File: src/rtl/address_scramble_pkg.sv
// Package: address_scramble_pkg
// Shared between the tile address scrambler and its inverse, the descrambler.
// Contents:
//   state_e          RUN/DRAIN states of the descrambler bypass controller
//   wide_addr_t      64-bit carrier type used by the mapping functions
//   scramble_addr()  logical -> physical (rotates the tile id from the MSBs to the LSBs)
//   descramble_addr()physical -> logical (rotates the tile id from the LSBs back to the MSBs)
// The mapping functions take the field boundaries (l, t, s) as arguments because a
// package cannot see the parameters of the module that imports it.
package address_scramble_pkg;

   typedef enum logic {
      ST_RUN   = 1'b0,
      ST_DRAIN = 1'b1
   } state_e;

   localparam int unsigned MaxAddrWidth = 64;

   typedef logic [MaxAddrWidth-1:0] wide_addr_t;

   // Mask with the low w bits set.
   function automatic wide_addr_t field_mask(input int unsigned w);
      if (w >= MaxAddrWidth) return '1;
      return (wide_addr_t'(1) << w) - wide_addr_t'(1);
   endfunction

   // l: bank/byte offset bits, t: tile-id bits, s: log2(sequential bytes per tile).
   // The scrambled field is addr[s+t-1:l]; its top t bits (tile id) move to the bottom.
   function automatic wide_addr_t scramble_addr(input wide_addr_t addr,
                                               input int unsigned l,
                                               input int unsigned t,
                                               input int unsigned s);
      wide_addr_t  m;
      wide_addr_t  f;
      wide_addr_t  r;
      int unsigned w;
      if ((t == 0) || (s + t <= l)) return addr;
      w = s + t - l;
      if (t >= w) return addr;
      m = field_mask(w);
      f = (addr >> l) & m;
      r = ((f << t) | (f >> (w - t))) & m;
      return (addr & ~(m << l)) | (r << l);
   endfunction

   // Inverse of scramble_addr(): the tile id in the field LSBs returns to the MSBs.
   function automatic wide_addr_t descramble_addr(input wide_addr_t addr,
                                                 input int unsigned l,
                                                 input int unsigned t,
                                                 input int unsigned s);
      wide_addr_t  m;
      wide_addr_t  f;
      wide_addr_t  r;
      int unsigned w;
      if ((t == 0) || (s + t <= l)) return addr;
      w = s + t - l;
      if (t >= w) return addr;
      m = field_mask(w);
      f = (addr >> l) & m;
      r = ((f >> t) | (f << (w - t))) & m;
      return (addr & ~(m << l)) | (r << l);
   endfunction

endpackage

File: src/rtl/descrambler_skid_buffer.sv
// Module: descrambler_skid_buffer
// Two-entry elastic buffer with a registered ready (no combinational path from
// ready_i to ready_o). Strict FIFO order, one beat per cycle sustained.
// Ports:
//   clk_i    in   clock
//   rst_ni   in   synchronous reset, active low; discards all entries
//   en_i     in   admission enable; when low the buffer refuses new input
//   valid_i  in   input valid
//   ready_o  out  input ready = (count < 2) & en_i
//   data_i   in   Width-bit payload
//   valid_o  out  output valid (count != 0)
//   ready_i  in   output ready
//   data_o   out  payload of the oldest entry, stable while valid_o is high
//   count_o  out  number of buffered entries, 0..2
module descrambler_skid_buffer #(
   parameter int unsigned Width = 8
) (
   input  logic             clk_i,
   input  logic             rst_ni,
   input  logic             en_i,
   input  logic             valid_i,
   output logic             ready_o,
   input  logic [Width-1:0] data_i,
   output logic             valid_o,
   input  logic             ready_i,
   output logic [Width-1:0] data_o,
   output logic [1:0]       count_o
);

   logic [Width-1:0] head;   // oldest entry, drives data_o directly
   logic [Width-1:0] tail;   // second entry, only valid at count 2
   logic [1:0]       count;
   logic [1:0]       count_d;
   logic             space_q;
   logic             valid_q;
   logic             push;
   logic             pop;

   // NOTE: ready is built from flops only (space_q, and en_i which is a flop in the parent),
   // so a long ready chain downstream never reaches upstream in the same cycle.
   assign ready_o = space_q & en_i;
   assign valid_o = valid_q;
   assign data_o  = head;
   assign count_o = count;
   assign push    = valid_i & ready_o;
   assign pop     = valid_q & ready_i;

   // NOTE: every signal assigned in always_comb gets a default first so no latch is inferred.
   always_comb begin
      count_d = count;
      case ({push, pop})
         2'b10:   count_d = count + 2'd1;
         2'b01:   count_d = count - 2'd1;
         default: count_d = count;
      endcase
   end

   // NOTE: state updates use non-blocking assignments so every flop samples pre-edge values.
   always_ff @(posedge clk_i) begin
      if (!rst_ni) begin
         count   <= 2'd0;
         space_q <= 1'b1;
         valid_q <= 1'b0;
         // NOTE: payload registers are reset too, because the outputs must read zero
         // straight out of reset rather than showing stale data.
         head    <= '0;
         tail    <= '0;
      end else begin
         count   <= count_d;
         space_q <= (count_d != 2'd2);
         valid_q <= (count_d != 2'd0);
         // Head loads new data when empty or when the current head leaves at count 1;
         // at count 2 a pop promotes the tail.
         if (push && ((count == 2'd0) || ((count == 2'd1) && pop))) begin
            head <= data_i;
         end else if (pop && (count == 2'd2)) begin
            head <= tail;
         end
         if (push && (count == 2'd1) && !pop) begin
            tail <= data_i;
         end
      end
   end

endmodule

File: src/rtl/address_descrambler.sv
// Module: address_descrambler
// Maps a physical (tile-interleaved) address back to its logical address and
// passes it through a 2-entry elastic stage with a tag sideband. A runtime bypass
// request is applied only after the buffer has drained, so no buffered entry ever
// sees a mode change.
// Ports:
//   clk_i         in   clock
//   rst_ni        in   synchronous reset, active low
//   addr_i        in   physical address
//   tag_i         in   sideband, carried unchanged
//   valid_i       in   input valid
//   ready_o       out  input ready (registered)
//   addr_o        out  logical address
//   tag_o         out  sideband matching addr_o
//   in_seq_o      out  addr_o came from the sequential region and was descrambled
//   valid_o       out  output valid
//   ready_i       in   output ready
//   cfg_bypass_i  in   requested bypass mode (level)
//   bypass_o      out  bypass mode currently applied
module address_descrambler
   import address_scramble_pkg::*;
#(
   parameter int unsigned          AddrWidth         = 32,
   parameter int unsigned          ByteOffset        = 2,
   parameter int unsigned          NumTiles          = 2,
   parameter int unsigned          NumBanksPerTile   = 2,
   parameter int unsigned          SeqMemSizePerTile = 4096,
   parameter logic [AddrWidth-1:0] BaseAddr          = '0,
   parameter bit                   Bypass            = 1'b0,
   parameter int unsigned          TagWidth          = 4
) (
   input  logic                 clk_i,
   input  logic                 rst_ni,
   input  logic [AddrWidth-1:0] addr_i,
   input  logic [TagWidth-1:0]  tag_i,
   input  logic                 valid_i,
   output logic                 ready_o,
   output logic [AddrWidth-1:0] addr_o,
   output logic [TagWidth-1:0]  tag_o,
   output logic                 in_seq_o,
   output logic                 valid_o,
   input  logic                 ready_i,
   input  logic                 cfg_bypass_i,
   output logic                 bypass_o
);

   localparam int unsigned L            = ByteOffset + $clog2(NumBanksPerTile);
   localparam int unsigned T            = $clog2(NumTiles);
   localparam int unsigned S            = $clog2(SeqMemSizePerTile);
   localparam bit          Scramble     = (NumTiles >= 2);
   localparam wide_addr_t  RegionBase   = wide_addr_t'(BaseAddr);
   localparam wide_addr_t  RegionSize   = wide_addr_t'(NumTiles) * wide_addr_t'(SeqMemSizePerTile);
   localparam int unsigned PayloadWidth = AddrWidth + TagWidth + 1;

   // Configuration sanity: reject geometries the mapping cannot represent.
   if (AddrWidth > MaxAddrWidth) begin : g_bad_addr_width
      $fatal(1, "address_descrambler: AddrWidth must not exceed 64");
   end
   if ((NumBanksPerTile < 2) || ((NumBanksPerTile & (NumBanksPerTile - 1)) != 0)) begin : g_bad_banks
      $fatal(1, "address_descrambler: NumBanksPerTile must be a power of two >= 2");
   end
   if ((SeqMemSizePerTile == 0) || ((SeqMemSizePerTile & (SeqMemSizePerTile - 1)) != 0) ||
       ((SeqMemSizePerTile % ((2 ** ByteOffset) * NumBanksPerTile)) != 0)) begin : g_bad_seq_size
      $fatal(1, "address_descrambler: SeqMemSizePerTile must be a power of two and a multiple of the bank row");
   end
   if (Scramble && ((NumTiles & (NumTiles - 1)) != 0)) begin : g_bad_tiles
      $fatal(1, "address_descrambler: NumTiles must be a power of two");
   end
   if (Scramble && ((RegionBase % RegionSize) != 0)) begin : g_bad_base
      $fatal(1, "address_descrambler: BaseAddr must be aligned to NumTiles*SeqMemSizePerTile");
   end

   state_e                   state;
   logic                     bypass_q;
   logic                     in_seq;
   logic [AddrWidth-1:0]     mapped_addr;
   wide_addr_t               offset;
   logic [1:0]               count;
   logic [PayloadWidth-1:0]  buf_in;
   logic [PayloadWidth-1:0]  buf_out;

   assign bypass_o = bypass_q;

   // Mapping happens before the buffer, so the mode in force at acceptance is the
   // one an entry keeps. The region test uses a wrapped subtraction: addresses
   // below the base wrap to a huge offset and fail the single size comparison.
   always_comb begin
      offset      = wide_addr_t'(addr_i) - RegionBase;
      in_seq      = Scramble && (offset < RegionSize) && !bypass_q;
      mapped_addr = addr_i;
      if (in_seq) begin
         mapped_addr = AddrWidth'(descramble_addr(wide_addr_t'(addr_i), L, T, S));
      end
   end

   assign buf_in = {mapped_addr, tag_i, in_seq};

   // Bypass controller: a mode mismatch closes the input, and the new mode is
   // sampled from cfg_bypass_i only once the buffer is empty, so a request that
   // toggles back during the drain simply resolves to no change.
   always_ff @(posedge clk_i) begin
      if (!rst_ni) begin
         state    <= ST_RUN;
         bypass_q <= Bypass;
      end else begin
         case (state)
            ST_RUN: begin
               if (cfg_bypass_i != bypass_q) state <= ST_DRAIN;
            end
            ST_DRAIN: begin
               if (count == 2'd0) begin
                  bypass_q <= cfg_bypass_i;
                  state    <= ST_RUN;
               end
            end
            default: state <= ST_RUN;
         endcase
      end
   end

   descrambler_skid_buffer #(
      .Width (PayloadWidth)
   ) u_buffer (
      .clk_i   (clk_i),
      .rst_ni  (rst_ni),
      .en_i    (state == ST_RUN),
      .valid_i (valid_i),
      .ready_o (ready_o),
      .data_i  (buf_in),
      .valid_o (valid_o),
      .ready_i (ready_i),
      .data_o  (buf_out),
      .count_o (count)
   );

   assign addr_o   = buf_out[PayloadWidth-1 -: AddrWidth];
   assign tag_o    = buf_out[TagWidth:1];
   assign in_seq_o = buf_out[0];

endmodule
File: config.mk
export PLATFORM = sky130hd
export DESIGN_NAME = address_descrambler
export DESIGN_NICKNAME = d
export VERILOG_FILES = /design/src/rtl/address_scramble_pkg.sv /design/src/rtl/descrambler_skid_buffer.sv /design/src/rtl/address_descrambler.sv
export SDC_FILE = /design/constraint.sdc
export NUM_CORES = 1
export LEC_CHECK = 0
export BUFFER_PORTS_ARGS = -buffer_cell sky130_fd_sc_hd__buf_2
export CAP_MARGIN = 0
export CORE_MARGIN = 2
export CORE_UTILIZATION = 49
export CTS_BUF_LIST = sky130_fd_sc_hd__clkbuf_8
export DETAILED_ROUTE_END_ITERATION = 10
export HOLD_SLACK_MARGIN = 0.02
export PLACE_DENSITY = 0.74
export SYNTH_ARGS = -nofsm -noshare
export SYNTH_HDL_FRONTEND = slang
export SYNTH_SLANG_ARGS = --single-unit
File: constraint.sdc
create_clock -name clk_i -period 2.3 [get_ports clk_i]
set_clock_uncertainty 0.15 [all_clocks]
set_input_delay 0.46 -clock clk_i [delete_from_list [all_inputs] [get_ports clk_i]]
set_output_delay 0.46 -clock clk_i [all_outputs]
set_load 0.01 [all_outputs]
==> run metrics <==
Die Area=7630 µm²; final WL=7.76 mm; CP Data Required Time=2370 ps; Max clock buf depth=2; H-tree depth=3; TritonCTS clock tree=built; io pins=81; FF+latch count, synth=80; WL/cell=14.3 µm; largest net degree at the start of global routing=58; total core area=6760 µm²; Tmin final=1940 ps; Layout area overhead=19.5%; port bufs=80; crit-path cells=or4_4, or2_1, o21ai_1, a31oi_1; Max VDD drop=0.000596 V; Setup Fix Bufs, Post-CTS=0; FMAX=515 MHz; Final Max Slew Viols=0; most frequent cells in the layout=80 x dfxtp_1, 80 x buf_2, 57 x nand2_1; gr ovfl total=0; first drt pass iteration count=4; initial DRC count=202; CP Launch Type=flip-flop; CP max-delay cell=or4_4; Tcrit/Tclk final=84.4%; leakage=0.00184 µW; Crit. End Element=flip-flop; CTS clk-pin slew, worst paths=80 ps; WS Path Type=flip-flop to flip-flop; Starting Density=50.4%; post-route ant nets=0; initial antenna violation count=0; EDFF count, synth=0; Final TNS setup=0 ps; worst slew pin tran=585 ps; Final setup viols=0; Syn Area/Cell=8.84 µm²; Die X=87.4 µm; post-route worst setup slack=359 ps; Synth Flop Type=dfxtp_1; Mapped Area=3400 µm²; CP peak stage delay=540 ps; NumNets Final=504; synth unique cells=34; maxcap violations=0; # resized after CTS=0; worst-path fanout max=10; Clock Latency Late Sink=350 ps; # clock sinks=80; DP HPWL=5.18 mm; Rel. slew slack=61.0%; # rows=30; Root Buffer=clkbuf_8; gate count of the mapped netlist=385; Reg area=1600 µm²; Die Ht=87.4 µm; total CTS buffers=9; via count=3035; vias in the first global route=2838; Synth async-reset ratio=0%; status=completed; Fin Hold WS=203 ps; cts hold-fix bufs=0; final hold vios=0; crit path DAT=2010 ps; syn nets=431; pre-CTS WS=121 ps; Final Core Density=60.2%; share of layout cells above drive strength 1=26.3%; Multi-input gate area=1630 µm²; Post-route DRC=0; ANT cells=0; Fillers=599; Total GRT Usage=21.1%; RSZ-0062 raised after global routing=false; pwr dens=1020 nW/µm²; Seq/Total Area, Yosys=47.0%; Ys Warns=0; first-pass GRT wire length=12.8 mm; DR vias/cell=5.59; GPL Wtd Cong=0.805; HP Class=input pin to flip-flop
## through the flow
stage               power, µW  cell area (µm²)  std cells
floorplan                2600             3400        385
global placement         2990             3850        527
detailed placement       3030             3850        527
CTS                      4160             4070        543
global route             4390             4070        543
finish                   4130             4070        543
## layout make-up
cell class | instances | share of cell area, %
clock buffer | 9 | 3.05
clock inverter | 7 | 2.34
inverter | 5 | 0.461
timing repair buffer | 92 | 12.4
multi-input combinational | 270 | 40.0
tap | 80 | 2.46
sequential | 80 | 39.4
## per-layer routing
metal,up-vias,global-route usage (%),wire (µm)
li1,1516,-,-
met1,1419,27.7,3590
met2,88,33.0,3570
met3,12,4.55,457
met4,0,9.79,142
met5,-,0,0
## power breakdown
group	internal, µW	leakage [µW]	switching [µW]	total (µW)
clock network	615	0.000115	520	1140
registers	1660	0.000653	143	1800
logic	523	0.00107	673	1200
## sequential cells by signal, indices dropped and copies added (netlist names)
| signal | flops |
|---|---|
| u_buffer.data_o | 37 |
| u_buffer.space_q | 1 |
| u_buffer.tail | 37 |
| bypass_o | 1 |
| u_buffer.count_o | 2 |
| state | 1 |
| u_buffer.valid_o | 1 |
## worst paths after layout
path,cells past startpoint,slack [ps],start,to
worst max register to register,4,360,bypass_o,u_buffer.data_o[8]
worst max-delay path,4,360,bypass_o,u_buffer.data_o[8]
worst min register to register,2,310,u_buffer.tail[31],u_buffer.tail[31]
worst min-delay path,3,200,addr_i[2],u_buffer.tail[7]
## cell usage after synthesis, types with 2 or more instances
master    count  area share (%)
and3_1        2            0.37
buf_6         2            0.66
nor4_1        3            0.55
clkbuf_1     10             1.1
a21oi_1      30             4.4
ha_1          5             1.8
o21ai_1       9             1.3
buf_2        11             1.6
inv_1         5            0.55
a31oi_1      21             3.9
buf_4         4            0.88
nor2_1       29             3.2
mux2_2       10             3.3
buf_1         2            0.22
a211oi_1     29             6.4
o21ai_0      20             2.9
nand2_1      57             6.3
nand3_1      14             2.1
mux2i_1      27             7.9
dfxtp_1      80              47
nor2b_1       2            0.37
## worst max-delay path, delay by kind of cell (launching register included)
kind	cells	cell delay (ps)
AOI/OAI and AO/OA	2	360
and+or+nand+nor	2	940
DFF	1	380
## cells by family (layout without fill, tap and decap cells)
family          after synthesis  in the layout  synth area share [%]
simple gates                115            115                  14.6
flops                        80             80                  47.0
buf+inv                      35            113                  5.29
xor+xnor                      1              1                 0.257
compound gates              112            112                  19.7
fa+ha+maj                     5              5                  1.84
mux                          37             37                  11.2
Note: power is estimated with default switching activity, not from simulation.
